--- config.mk ---
export PLATFORM = sky130hd
export DESIGN_NAME = ara_dram_preload_ctrl
export DESIGN_NICKNAME = d
export VERILOG_FILES = /design/src/rtl/ara_pkg.sv /design/src/rtl/ara_dram_preload_ctrl.sv
export SDC_FILE = /design/constraint.sdc
export NUM_CORES = 1
export LEC_CHECK = 0
export ABC_AREA = 1
export ABC_CLOCK_PERIOD_IN_PS = 5000
export BUFFER_PORTS_ARGS = -buffer_cell sky130_fd_sc_hd__buf_2
export CAP_MARGIN = 25
export CORE_AREA = 4 4 344 346
export DETAILED_ROUTE_END_ITERATION = 16
export DIE_AREA = 0 0 348 350
export PLACE_DENSITY = 0.39
export SYNTH_ARGS = -nofsm -noshare
export SYNTH_HDL_FRONTEND = slang
export SYNTH_SLANG_ARGS = --single-unit
--- constraint.sdc ---
create_clock -name clk_i -period 5 [get_ports clk_i]
set_input_delay 1.5 -clock clk_i [delete_from_list [all_inputs] [get_ports clk_i]]
set_output_delay 1.5 -clock clk_i [all_outputs]
set_load 0.05 [all_outputs]
--- src/rtl/ara_pkg.sv ---
// Shared types for the DRAM preload controller:
// FSM state encoding and the section descriptor bundle.
package ara_pkg;

  localparam int unsigned SecWidth = 64;

  typedef enum logic [1:0] {
    IDLE,
    WRITE,
    DRAIN,
    RUN
  } preload_state_e;

  typedef struct packed {
    logic [SecWidth-1:0] addr;
    logic [SecWidth-1:0] len;
  } preload_sec_t;

endpackage

--- src/rtl/ara_dram_preload_ctrl.sv ---
// Boot-time DRAM loader: owns the DRAM SRAM port, writes streamed program
// sections (descriptor + data rows), then hands the port to the SoC path.
// Ports: sec_* descriptor stream, data_* row stream, load_done_i,
// sys_* SoC memory port, mem_* SRAM port, boot_done_o/err_o/rows_written_o.
module ara_dram_preload_ctrl
  import ara_pkg::*;
#(
  parameter int unsigned AddrWidth = SecWidth,
  parameter int unsigned DataWidth = 128,
  parameter logic [AddrWidth-1:0] DRAMAddrBase = 64'h8000_0000,
  parameter logic [AddrWidth-1:0] DRAMLength = 64'h4000_0000,
  parameter int unsigned MemAddrWidth = 27
) (
  input  logic                      clk_i,
  input  logic                      rst_i,
  input  logic                      sec_valid_i,
  output logic                      sec_ready_o,
  input  logic [AddrWidth-1:0]      sec_addr_i,
  input  logic [AddrWidth-1:0]      sec_len_i,
  input  logic                      data_valid_i,
  output logic                      data_ready_o,
  input  logic [DataWidth-1:0]      data_i,
  input  logic                      load_done_i,
  input  logic                      sys_req_i,
  output logic                      sys_gnt_o,
  input  logic                      sys_we_i,
  input  logic [MemAddrWidth-1:0]   sys_addr_i,
  input  logic [DataWidth-1:0]      sys_wdata_i,
  input  logic [DataWidth/8-1:0]    sys_be_i,
  output logic                      sys_rvalid_o,
  output logic [DataWidth-1:0]      sys_rdata_o,
  output logic                      mem_req_o,
  output logic                      mem_we_o,
  output logic [MemAddrWidth-1:0]   mem_addr_o,
  output logic [DataWidth-1:0]      mem_wdata_o,
  output logic [DataWidth/8-1:0]    mem_be_o,
  input  logic [DataWidth-1:0]      mem_rdata_i,
  output logic                      boot_done_o,
  output logic                      err_o,
  output logic [31:0]               rows_written_o
);

  localparam int unsigned BeW = DataWidth / 8;
  localparam int unsigned ByteOffset = $clog2(BeW);
  localparam int unsigned RemWidth = SecWidth + 1;
  localparam logic [SecWidth-1:0] Base = SecWidth'(DRAMAddrBase);
  localparam logic [SecWidth-1:0] Length = SecWidth'(DRAMLength);

  typedef logic [RemWidth-1:0] rem_t;

  // Extra top bit keeps addr+len and Base+Length from wrapping.
  function automatic logic sec_in_dram(preload_sec_t s);
    rem_t sec_end;
    rem_t dram_end;
    sec_end = {1'b0, s.addr} + {1'b0, s.len};
    dram_end = {1'b0, Base} + {1'b0, Length};
    return (s.addr >= Base) && (sec_end <= dram_end) &&
           ((s.addr % SecWidth'(BeW)) == '0);
  endfunction

  preload_state_e state_q, state_d;
  logic [MemAddrWidth-1:0] row_q, row_d;
  rem_t rem_q, rem_d;
  logic rvalid_q;
  logic err_q, err_d;
  logic [31:0] cnt_q, cnt_d;

  preload_sec_t sec;
  rem_t nrows;
  logic [MemAddrWidth-1:0] row0;
  logic sec_ok;

  assign sec = '{addr: SecWidth'(sec_addr_i), len: SecWidth'(sec_len_i)};
  assign nrows = ({1'b0, sec.len} + rem_t'(BeW - 1)) >> ByteOffset;
  assign row0 = MemAddrWidth'((sec.addr - Base) >> ByteOffset);
  assign sec_ok = sec_in_dram(sec);

  always_comb begin
    state_d = state_q;
    row_d = row_q;
    rem_d = rem_q;
    err_d = err_q;
    cnt_d = cnt_q;
    sec_ready_o = 1'b0;
    data_ready_o = 1'b0;
    sys_gnt_o = 1'b0;
    mem_req_o = 1'b0;
    mem_we_o = 1'b0;
    mem_addr_o = '0;
    mem_wdata_o = '0;
    mem_be_o = '0;
    unique case (state_q)
      IDLE: begin
        // Held low while reset is asserted so every output reads 0.
        sec_ready_o = !rst_i;
        if (sec_valid_i) begin
          if (sec.len != '0) begin
            row_d = row0;
            rem_d = nrows;
            if (sec_ok) begin
              state_d = WRITE;
            end else begin
              err_d = 1'b1;
              state_d = DRAIN;
            end
          end
        end else if (load_done_i) begin
          state_d = RUN;
        end
      end
      WRITE: begin
        data_ready_o = 1'b1;
        if (data_valid_i) begin
          mem_req_o = 1'b1;
          mem_we_o = 1'b1;
          mem_addr_o = row_q;
          mem_wdata_o = data_i;
          mem_be_o = '1;
          row_d = row_q + MemAddrWidth'(1);
          rem_d = rem_q - rem_t'(1);
          if (cnt_q != '1) begin
            cnt_d = cnt_q + 32'd1;
          end
          if (rem_q == rem_t'(1)) begin
            state_d = IDLE;
          end
        end
      end
      DRAIN: begin
        data_ready_o = 1'b1;
        if (data_valid_i) begin
          rem_d = rem_q - rem_t'(1);
          if (rem_q == rem_t'(1)) begin
            state_d = IDLE;
          end
        end
      end
      RUN: begin
        sys_gnt_o = sys_req_i;
        mem_req_o = sys_req_i;
        mem_we_o = sys_we_i;
        mem_addr_o = sys_addr_i;
        mem_wdata_o = sys_wdata_i;
        mem_be_o = sys_be_i;
      end
      default: begin
        state_d = IDLE;
      end
    endcase
  end

  always_ff @(posedge clk_i or posedge rst_i) begin
    if (rst_i) begin
      state_q <= IDLE;
      row_q <= '0;
      rem_q <= '0;
      rvalid_q <= 1'b0;
      err_q <= 1'b0;
      cnt_q <= '0;
    end else begin
      state_q <= state_d;
      row_q <= row_d;
      rem_q <= rem_d;
      rvalid_q <= (state_q == RUN) && sys_req_i && !sys_we_i;
      err_q <= err_d;
      cnt_q <= cnt_d;
    end
  end

  assign sys_rvalid_o = rvalid_q;
  assign sys_rdata_o = mem_rdata_i;
  assign boot_done_o = (state_q == RUN);
  assign err_o = err_q;
  assign rows_written_o = cnt_q;

endmodule

# Word-level counts from Yosys, hierarchy flattened
# Index checks and enable logic that the tools add are counted.
# word_totals
in_bits	562
wordCells	71
register_bits	128
# classes
bitwise	1
eq_ne	12
n_addsub	6
order_cmp	2
reduce_logical	17
mux	27
# ops
operator	count
128-bit one-hot mux with 2 select lines	1
65-bit 2-to-1 mux	3
65-bit one-hot mux with 2 select lines	1
128-bit 2-to-1 mux	1
27-bit 2-to-1 mux	4
27-bit one-hot mux with 2 select lines	2
64-bit by 4-bit adder with 65-bit output (second input constant)	1
64-bit by 64-bit adder with 65-bit output	1
65-bit by 1-bit == test with 1-bit output (second input constant)	1
65-bit by 32-bit <= comparator with 1-bit output (second input constant)	1
65-bit by 1-bit subtractor with 65-bit output (second input constant)	1
64-bit by 32-bit >= comparator with 1-bit output (second input constant)	1
64-bit logical NOT	1
64-bit nonzero test	1
32-bit by 1-bit adder with 32-bit output (second input constant)	1
32-bit != test (second input constant)	1
16-bit one-hot mux with 2 select lines	1
31-bit by 1-bit subtractor with 31-bit output (second input constant)	1
27-bit by 1-bit adder with 27-bit output (second input constant)	1
16-bit 2-to-1 mux	1
2-bit 2-to-1 mux	6
4-bit AND reduction	3
2-bit != test (second input constant)	3
3-bit != test (second input constant)	2
14 further kinds	25

# Longest topological paths before layout
# Gate-level depths: netlist of run 1.
# depth
depth_word	8
depth_mapped	23
ltp_nobuf	23

# Least setup slack after synthesis of run 1
# OpenSTA, ideal clock, no wires.
# synth_path
kind	in2out
from	input data_valid_i
to	output mem_addr_o[12]
path_buffers	1
cell_stages	3
setup_slack_ps	549
arrival_ps	2951
path_cell_list	nand2_1 -> clkbuf_1 -> o21ai_0
# synth_via
elab_chain_cells	2
# synth_lines
item	line_no	source
start, declared	ara_dram_preload_ctrl.sv:20	input logic data_valid_i,
27-bit 2-to-1 mux	ara_dram_preload_ctrl.sv:113	if (data_valid_i) begin
27-bit one-hot mux with 2 select lines	ara_dram_preload_ctrl.sv:92	unique case (state_q)
end, declared	ara_dram_preload_ctrl.sv:34	output logic [MemAddrWidth-1:0] mem_addr_o,
# Every way passes these cells.

# Final worst setup path of run 1
# layout_path
from	input data_valid_i
to	output mem_wdata_o[87]
# layout_via
elab_chain_cells	2
# layout_lines
item	line_no	source
128-bit 2-to-1 mux	ara_dram_preload_ctrl.sv:113	
128-bit one-hot mux with 2 select lines	ara_dram_preload_ctrl.sv:92	
end, declared	ara_dram_preload_ctrl.sv:35	output logic [DataWidth-1:0] mem_wdata_o,
# Every way passes these cells.

==> results of run 1 <==
## registers in the layout, summed over array words and instances (netlist names)
register        count
sys_rvalid_o        1
rows_written_o     32
err_o               1
state_q             2
row_q              27
rem_q              65
## cell type report
type	instances	area share, %
antenna	75	0.768
clock inverter	13	0.466
tap	1524	7.80
multi-input combinational	2357	50.4
inverter	501	7.74
timing repair buffer	670	18.0
sequential	128	13.1
clock buffer	19	1.81
## worst max-delay path, stage by stage
cell	delay, ns
buf_2	0.14
nand2_1	0.11
buf_12	0.20
inv_4	0.19
buf_12	0.33
a22o_1	0.50
buf_12	0.20
## per-layer routing
layer | share of wire (%) | global-route usage [%] | vias up
met5 | 0.15 | 0 | -
met4 | 5.0 | 10.5 | 34
met3 | 11 | 9.26 | 275
met2 | 47 | 39.8 | 1093
met1 | 37 | 25.6 | 11100
li1 | - | - | 11300
## layout by cell type, fill, tap and decap left out, drive strengths merged, types with 2 or more instances in the layout
master	n
clkinvlp	5
a2bb2oi	6
o221ai	4
a211oi	2
nand3b	13
and2	5
a22o	130
xnor2	21
clkinv	9
nor3	84
nand4	50
or3	2
nand3	158
inv	499
buf	670
ha	71
o41ai	4
clkbuf	19
nand2	941
nor4	53
o31ai	7
xor2	74
or2	3
o21bai	12
a21oi	118
diode	75
o22ai	15
nor2	362
dfrtp	128
o21ai	183
o211ai	22
o21a	5
a22oi	3
## cell families after synthesis
logic type      count (synthesis)
compound gates                514
xor+xnor                       95
fa+ha+maj                      72
buf+inv                       706
flops                         128
simple gates                 1676
## power by group through the flow
stage	clock network, mW	registers, mW	logic (mW)
after detailed placement	0	1.84	7.12
after global placement	0	1.85	7.14
after global routing	1.36	1.89	7.71
final	1.29	1.83	7.12
after floorplan	0	1.78	4.78
after CTS	1.33	1.83	7.14
## cells in the mapped netlist, drive strengths merged, types with 12 or more instances
library cell,count
nand2,941
nand4,50
xor2,74
a21oi,118
o21bai,12
o21ai,183
nand3b,13
ha,71
a22o,130
nor4,53
nand3,158
xnor2,21
dfrtp,128
nor2,362
buf,142
o211ai,22
clkbuf,63
nor3,84
o22ai,15
inv,497
## metrics by stage
step | power, mW | area, um2
after global routing | 11.0 | 24300
final | 10.2 | 24400
after CTS | 10.3 | 24200
after floorplan | 6.57 | 18600
after global placement | 8.99 | 23700
after detailed placement | 8.96 | 23700
## path summary, 6_finish.rpt
path,slack (ns),from,endpoint,cells after the start
max,0.29,data_valid_i,mem_wdata_o[87],7
min,0.50,rows_written_o[31]$_DFFE_PP0P_,rows_written_o[31]$_DFFE_PP0P_,1
max reg2reg,1.42,state_q[1]$_DFFE_PP0P_,row_q[26]$_DFFE_PP0P_,10
min reg2reg,0.50,rows_written_o[31]$_DFFE_PP0P_,rows_written_o[31]$_DFFE_PP0P_,1
max in group asynchronous,2.94,rst_i,rows_written_o[4]$_DFFE_PP0P_,3
min in group asynchronous,1.16,rst_i,rows_written_o[27]$_DFFE_PP0P_,2
==> run_results.csv, run 1 <==
group,metric,value,unit
clock_network,clockBufferDepth,2,
global_route,grt_pass1_wl,194,mm
critical_path,path_max_fanout,79,
detailed_routing,routed_via_density,4.50,
final_layout,syn2layout_area_growth,31.0,%
detailed_routing,postRouteAntennaNets,0,
floorplan,row_count,125,
yosys,synth_cells,3191,
sta,period_share,94.3,%
critical_path,startpoint_type,"input pin",
yosys,synth_top_family_by_area,"simple AND/OR/NAND/NOR gates",
detailed_routing,wire_per_inst,28.0,um
yosys,synth_compound_area_share,17.5,%
sta,final_hold_viol_count,0,
placed_design,gp_congestion,0.981,
floorplan,ioPinCount,901,
power_and_ir_drop,pwr-share-seq,17.9,%
yosys,syn_avg_cell_area,5.84,um2
sta,layout_setup_ws,0.287,ns
floorplan,die_area,122000,um2
floorplan,core_area,115000,um2
placed_design,port_buffers,644,
power_and_ir_drop,switching_power,5.99,mW
yosys,ys.warnings.count,0,
sta,holdWs,0.495,ns
placed_design,place_hpwl,132,mm
yosys,synth.top_cell.area_share,18.7,%
critical_path,setup.worst_path.end_class,"output pin",
critical_path,crit_required,3.50,ns
detailed_routing,drt_wl_total,148,mm
power_and_ir_drop,power_frac_comb,69.5,%
clock_network,cts-root-buf,"clkbuf_16",
final_layout,utilization,21.2,%
global_route,grt_pass1_vias,22200,
yosys,synth_edf_count,0,
global_route,track_usage,23.4,%
detailed_routing,drc_errors,0,
clock_network,numClockSinks,128,
sta,tns,0,ns
detailed_routing,drt_iter0_markers,2042,
power_and_ir_drop,p_leak,12.5,nW
sta,rsz0062_at_grt,"no",
placed_design,pre_cts_ws,0.127,ns
run_status,status,"complete, no violations",
sta,relSlewSlack,35.7,%
yosys,synth_top_flop_cell,"dfrtp_1",
clock_network,cts_buffers,17,
yosys,yosys.area.top_type,"nand2_1",
yosys,yosys_register_bits,128,
floorplan,initial_core_util,16.2,%
yosys,synth_cell_types,59,
yosys,synthXorXnorAreaFrac,4.46,%
yosys,syn_area,18600,um2
yosys,synthArstFlopShare,100,%
yosys,syn-num-nets,3825,
final_layout,stdcell_count,5287,
yosys,synth_simple_gate_area_share,39.0,%
clock_network,cts_resized,0,
yosys,ys_top_cells_by_area,"nand2_1 (19%), dfrtp_1 (17%), inv_1 (9.8%)",
critical_path,arrival,3.21,ns
clock_network,htree_levels,4,
floorplan,die_width,348,um
sta,clock.fmax,212,MHz
clock_network,clkTransAtPathRegs,0.07,ns
sta,maxSlewViolCount,0,
global_route,grt-ovfl-total,0,
global_route,antenna_found_initial,104,
power_and_ir_drop,power_density,419,nW/um2
critical_path,critPathKind,"in -> out",
yosys,synth.area.mux_share,0,%
job,cap_violations,0,
global_route,grt_max_degree,105,
final_layout,nets,4309,
yosys,synth_fa_ha_area_share,4.87,%
final_layout,nFillCells,13500,
placed_design,place_inst,5180,
yosys,synth-seq-area-share,17.2,%
clock_network,clkLatencyLatePin,0.49,ns
floorplan,die_h,350,um
detailed_routing,num_vias,23800,
final_layout,regArea,3200,um2
clock_network,cts_tree,"done",
sta,setup_viol,0,
power_and_ir_drop,ir_drop,0.378,mV
final_layout,drive_gt1_share,21.3,%
detailed_routing,dr.pass1.iters,5,
final_layout,multi_input_area,12300,um2
sta,period_needed,4.71,ns
power_and_ir_drop,p_sw_share,58.5,%
clock_network,hold_buffers,0,
sta,tightest_slew,0.956,ns
hold_path,hp-class,"reg -> reg",
clock_network,post_cts_buffers,0,
power_and_ir_drop,intPower,4.25,mW
sta,skew,0.0145,ns
power_and_ir_drop,p_clk_share,12.6,%
Power figures use the tool's default switching activity.
==> run 2: changes to the inputs <==
ABC_AREA = unset   (was 1)
CORE_AREA = 4 4 345 347   (was 4 4 344 346)
DIE_AREA = 0 0 349 351   (was 0 0 348 350)
PLACE_DENSITY = 0.34   (was 0.39)
==> run_results.csv, run 2 <==
group,metric,value,unit
power_and_ir_drop,ir_drop,0.290,mV
final_layout,stdcell_count,4407,
power_and_ir_drop,power_density,500,nW/um2
final_layout,largest_reg_flops,65,
sta,maxSlewViolCount,0,
placed_design,port_buffers,644,
yosys,synth_top_flop_cell,"dfrtp_1",
yosys,syn_avg_cell_area,7.37,um2
critical_path,crit_slowest_cell,"ha_1",
floorplan,core_area,116000,um2
sta,skew,0.0313,ns
detailed_routing,drt_wl_total,138,mm
yosys,yosysMostFrequentCell,"nand2_1",
final_layout,utilization,19.6,%
critical_path,crit_required,5.37,ns
sta,relSlewSlack,39.6,%
placed_design,placed_cell_area,22000,um2
critical_path,rr_worst_depth,9,
critical_path,startpoint_type,"input pin",
hold_path,hp-class,"reg -> reg",
global_route,grt_pass1_wl,178,mm
yosys,yosys_register_bits,128,
clock_network,cts_buffers,17,
global_route,antenna_found_initial,85,
clock_network,numClockSinks,128,
critical_path,critPathMaxStageDelay,0.41,ns
clock_network,clockBufferDepth,2,
clock_network,hold_buffers,0,
yosys,yosys.area.top_type,"dfrtp_1",
floorplan,die_width,349,um
final_layout,layout_common_cells,"buf_2 (638), buf_4 (304), nand2_1 (243)",
sta,tns,0,ns
yosys,synth_cells,2128,
clock_network,cts-root-buf,"clkbuf_16",
floorplan,ioPinCount,901,
yosys,synth.top_cell.area_share,20.4,%
detailed_routing,dr.pass1.iters,5,
placed_design,place_hpwl,122,mm
global_route,grt_pass1_vias,19300,
critical_path,crit_chain,"buf_2 -> ha_1 -> nand2_1 -> buf_4 -> o21ai_0 -> nor2_1 -> a211oi_2 -> nor2_1 -> or2_2 -> o211ai_1 -> mux2_2 -> nor3_1 -> buf_4 -> nand4_1 -> o41ai_2 -> nand2_1",
detailed_routing,num_vias,20000,
clock_network,cts_tree,"done",
final_layout,fin_area,22700,um2
detailed_routing,drc_errors,0,
yosys,synth_commonest_cells,"nand2_1 (243), a21oi_1 (188), a22o_1 (166)",
final_layout,final_common_cell,"buf_2",
sta,clock.fmax,212,MHz
detailed_routing,wire_per_inst,31.2,um
placed_design,place_inst,4355,
yosys,synthArstFlopShare,100,%
detailed_routing,postRouteAntennaNets,0,
hold_path,holdPathStages,1,
critical_path,path_max_fanout,6,
yosys,syn-num-nets,2762,
run_status,status,"complete, no violations",
floorplan,initial_core_util,13.5,%
sta,final_hold_viol_count,0,
global_route,grt-ovfl-total,0,
floorplan,row_count,125,
power_and_ir_drop,p_leak,10.1,nW
floorplan,die_area,122000,um2
sta,period_share,94.5,%
yosys,synth_edf_count,0,
clock_network,clkLatencyLatePin,0.51,ns
detailed_routing,drt_iter0_markers,1471,
yosys,syn_area,15700,um2
final_layout,regMostFlops,"rem_q",
detailed_routing,routed_via_density,4.53,
sta,period_needed,4.73,ns
sta,rsz0062_at_grt,"yes",
global_route,track_usage,21.6,%
power_and_ir_drop,p_total,11.3,mW
final_layout,drive_gt1_share,36.8,%
job,cap_violations,0,
clock_network,post_cts_buffers,0,
sta,tightest_slew,0.907,ns
yosys,synth-seq-area-share,20.4,%
critical_path,setup.worst_path.end_class,"register",
global_route,grt_max_degree,73,
sta,setup_viol,0,
final_layout,nets,3484,
yosys,synth_cell_types,95,
critical_path,arrival,5.09,ns
clock_network,clkTransAtPathRegs,0.06,ns
yosys,ys.warnings.count,0,
floorplan,die_h,351,um
placed_design,gp_congestion,1.06,
final_layout,syn2layout_area_growth,44.5,%
clock_network,htree_levels,4,
yosys,ys_top_cells_by_area,"dfrtp_1 (20%), a22o_1 (9.3%), buf_4 (6.2%)",
critical_path,critPathKind,"in -> reg",
## run 2: cell count changes in the layout (fill, tap and decap cells not counted), moves of 56 or more
cell and change:
nand2_1 -687, nor2_1 -209, nand3_1 -58, a21oi_1 +70
buf_2 +56, inv_1 -438, buf_4 +281
## run 2: cell type report
| type | count | area, um2 |
|---|---|---|
| diodes | 20 | 50.0 |
| clock buffers | 20 | 447 |
| clock inverters | 12 | 133 |
| fillers | 13300 | 93200 |
| inverters | 47 | 181 |
| multi-input cells | 1694 | 10900 |
| flip-flops and latches | 128 | 3200 |
| well taps | 1524 | 1910 |
| repair buffers | 962 | 5880 |
## run 2: cells by family after synthesis
group / synth area share, %
AOI/OAI and AO/OA: 31.0
xor gates and xnor gates: 6.42
adders and majority gates: 5.79
buffers and inverters: 10.7
DFF: 20.4
muxes: 0.989
and+or+nand+nor: 24.6
## run 2: critical path, delay by kind of cell
family,cells,cell delay [ns]
buffers and inverters,3,0.42
AOI/OAI and AO/OA,4,1.22
and+or+nand+nor,7,1.18
adders and majority gates,1,0.41
muxes,1,0.36
## run 2: per-layer routing
metal | track usage (%) | vias up | part of all wire [%]
met5 | 1.26 | - | 0.23
met4 | 8.24 | 18 | 3.7
met3 | 7.15 | 216 | 8.5
met2 | 36.8 | 794 | 48
met1 | 24.9 | 9590 | 40
li1 | - | 9333 | -
## run 2: repair_timing
item                                    in CTS  in global routing
endpoints found under the setup margin       0                  3
endpoints found under the hold margin        0                  0
gates resized for setup                      0                  7
## run 2: path summary, 6_finish.rpt
kind | startpoint | to | slack (ns)
max | sec_len_i[11] | state_q[1]$_DFFE_PP0P_ | 0.27
min | rows_written_o[11]$_DFFE_PP0P_ | rows_written_o[11]$_DFFE_PP0P_ | 0.48
max in group asynchronous | rst_i | row_q[15]$_DFFE_PP0P_ | 3.04
min in group asynchronous | rst_i | rem_q[20]$_DFFE_PP0P_ | 1.11
max reg2reg | rem_q[31]$_DFFE_PP0P_ | state_q[0]$_DFFE_PP0P_ | 1.07
min reg2reg | rows_written_o[11]$_DFFE_PP0P_ | rows_written_o[11]$_DFFE_PP0P_ | 0.48
## run 2: per-stage QoR
stage,hold slack [ns],setup slack [ns]
3_5_place_dp,0.484,-0.354
4_1_cts,0.491,0.171
3_3_place_gp,0.480,-0.421
5_1_grt,0.510,-0.0376
6_report,0.485,0.274
2_1_floorplan,0.458,0.0874
## run 2: power breakdown
group | total, mW | switching [mW] | internal, mW
clock network | 1.35 | 0.601 | 0.746
registers | 1.99 | 0.537 | 1.45
logic | 7.99 | 5.46 | 2.53
==> run 3: changes to the inputs <==
PLACE_DENSITY = unset   (was 0.34)
==> run_results.csv, run 3 (synthesis gave the netlist of run 2 again) <==
group,metric,value,unit
run_status,status,"complete, no violations",
power_and_ir_drop,p_leak,9.90,nW
placed_design,port_buffers,644,
global_route,grt_max_degree,88,
critical_path,reg2reg_to,"state_q[0]$_DFFE_PP0P_",
clock_network,cts_buffers,17,
sta,period_share,98.4,%
detailed_routing,drt_wl_total,135,mm
final_layout,nFillCells,13200,
critical_path,critPathKind,"in -> reg",
sta,tns,0,ns
final_layout,syn2layout_area_growth,42.6,%
sta,maxSlewViolCount,0,
critical_path,crit_chain,"buf_2 -> ha_1 -> o211ai_1 -> o211ai_1 -> nand2_1 -> a2111oi_0 -> buf_4 -> nor2_1 -> xnor2_1 -> nor4_1 -> a21oi_1 -> nor4_1 -> nand4_1 -> o311ai_1 -> nand2b_1",
sta,relSlewSlack,36.0,%
final_layout,fin_area,22400,um2
floorplan,row_count,125,
hold_path,hp-class,"reg -> reg",
clock_network,cts-root-buf,"clkbuf_16",
power_and_ir_drop,ir_drop,0.498,mV
global_route,grt-ovfl-total,0,
clock_network,hold_buffers,0,
critical_path,crit_path_end,"err_o$_DFFE_PP0P_",
floorplan,initial_core_util,13.5,%
critical_path,rr_worst_depth,9,
critical_path,path_buf_inv,2,
detailed_routing,route.met3.wl,18.0,mm
detailed_routing,dr.pass1.iters,6,
job,cap_violations,0,
clock_network,clockBufferDepth,2,
critical_path,crit_slowest_cell,"a2111oi_0",
sta,setup_viol,0,
detailed_routing,wl_met2,56.5,mm
final_layout,regMostFlops,"rem_q",
final_layout,final_common_cell,"buf_2",
critical_path,startpoint_type,"input pin",
final_layout,layout_common_cells,"buf_2 (640), buf_4 (282), nand2_1 (243)",
sta,period_needed,4.92,ns
detailed_routing,maxUsedRoutingLayer,"met5",
global_route,track_usage,21.1,%
placed_design,placed_cell_area,21700,um2
placed_design,pre_cts_ws,-0.434,ns
critical_path,arrival,5.30,ns
critical_path,critPathMaxStageDelay,0.70,ns
clock_network,numClockSinks,128,
sta,skew,0.0329,ns
clock_network,clkLatencyLatePin,0.52,ns
detailed_routing,wl_met1,55.2,mm
final_layout,drive_gt1_share,36.1,%
detailed_routing,drc_errors,0,
final_layout,stdcell_count,4404,
sta,tightest_slew,0.960,ns
final_layout,nets,3455,
critical_path,rrSetupSlack,1.34,ns
sta,rsz0062_at_grt,"yes",
sta,final_hold_viol_count,0,
critical_path,path_max_fanout,6,
clock_network,htree_levels,4,
detailed_routing,drt_iter0_markers,2234,
final_layout,largest_reg_flops,65,
floorplan,die_area,122000,um2
critical_path,crit_required,5.38,ns
critical_path,worstSetupStartpoint,"sec_len_i[4]",
floorplan,die_h,351,um
floorplan,core_area,116000,um2
placed_design,place_inst,4326,
detailed_routing,num_vias,20800,
sta,holdWs,0.491,ns
critical_path,cp.depth,15,
critical_path,setup.worst_path.end_class,"register",
detailed_routing,wire_per_inst,30.7,um
power_and_ir_drop,power_density,492,nW/um2
sta,layout_setup_ws,0.0816,ns
global_route,antenna_found_initial,138,
clock_network,cts_tree,"done",
power_and_ir_drop,p_total,11.0,mW
critical_path,cpLargestDelayFamily,"compound AO/OA/AOI/OAI gates",
placed_design,place_hpwl,120,mm
final_layout,utilization,19.3,%
sta,clock.fmax,203,MHz
detailed_routing,postRouteAntennaNets,0,
global_route,grt_pass1_wl,174,mm
detailed_routing,routed_via_density,4.72,
critical_path,rr_startpoint,"rem_q[31]$_DFFE_PP0P_",
floorplan,die_width,349,um
global_route,grt_pass1_vias,19100,
clock_network,clkTransAtPathRegs,0.07,ns
floorplan,ioPinCount,901,
placed_design,gp_congestion,1.06,
## run 3: cell count changes in the layout (fill, tap and decap cells not counted), sizes merged
cell	before	now
buf	962	933
bufinv	2	1
clkbuf	20	17
clkinv	6	8
clkinvlp	3	2
diode	20	46
inv	48	51
## run 3: worst register-to-register path: stages, from the launching register on
cell	delay, ns
dfrtp_1	0.42
or4_4	0.57
or4_1	0.51
or3_1	0.52
nor2_1	0.13
nand4_1	0.29
o41ai_1	0.56
buf_4	0.22
nand3b_1	0.10
a22o_1	0.25
## run 3: final cells by class
type                            instances  area, um2  share of cell area [%]
Tap cell                             1524       1910                    8.53
Clock inverter                         15        151                   0.677
Timing Repair Buffer                  933       5540                    24.8
Inverter                               47        179                   0.800
Clock buffer                           17        425                    1.90
Multi-Input combinational cell       1694      10800                    48.5
Antenna cell                           46        115                   0.515
Sequential cell                       128       3200                    14.3
## run 3: how the worst min path moves through the flow
stage	slack, ns	endpoint	from	depth (start not counted)
global route	0.52	rem_q[61]$_DFFE_PP0P_	rem_q[61]$_DFFE_PP0P_	1
finish	0.49	rows_written_o[27]$_DFFE_PP0P_	rows_written_o[27]$_DFFE_PP0P_	1
detailed placement	0.48	rem_q[61]$_DFFE_PP0P_	rem_q[61]$_DFFE_PP0P_	1
CTS	0.49	rem_q[61]$_DFFE_PP0P_	rem_q[61]$_DFFE_PP0P_	1
floorplan	0.46	rem_q[61]$_DFFE_PP0P_	rem_q[61]$_DFFE_PP0P_	1
global placement	0.47	rem_q[62]$_DFFE_PP0P_	rem_q[62]$_DFFE_PP0P_	2
## run 3: report_power, final
part	switching (mW)	internal [mW]
registers	0.541	1.45
logic	5.32	2.37
clock network	0.620	0.695
total	6.48	4.52
## run 3: metal layers
metal / track usage (%) / vias to the layer above
met5: 1.41 / -
met4: 6.50 / 56
met3: 11.1 / 290
li1: - / 9293
met2: 31.5 / 1242
met1: 26.0 / 9925
## run 3: what timing repair did
item | 4_1_cts | 5_1_grt
buffers inserted | 0 | 0
resized for setup | 0 | 4
setup endpoints to repair | 0 | 3
endpoints found under the hold margin | 0 | 0
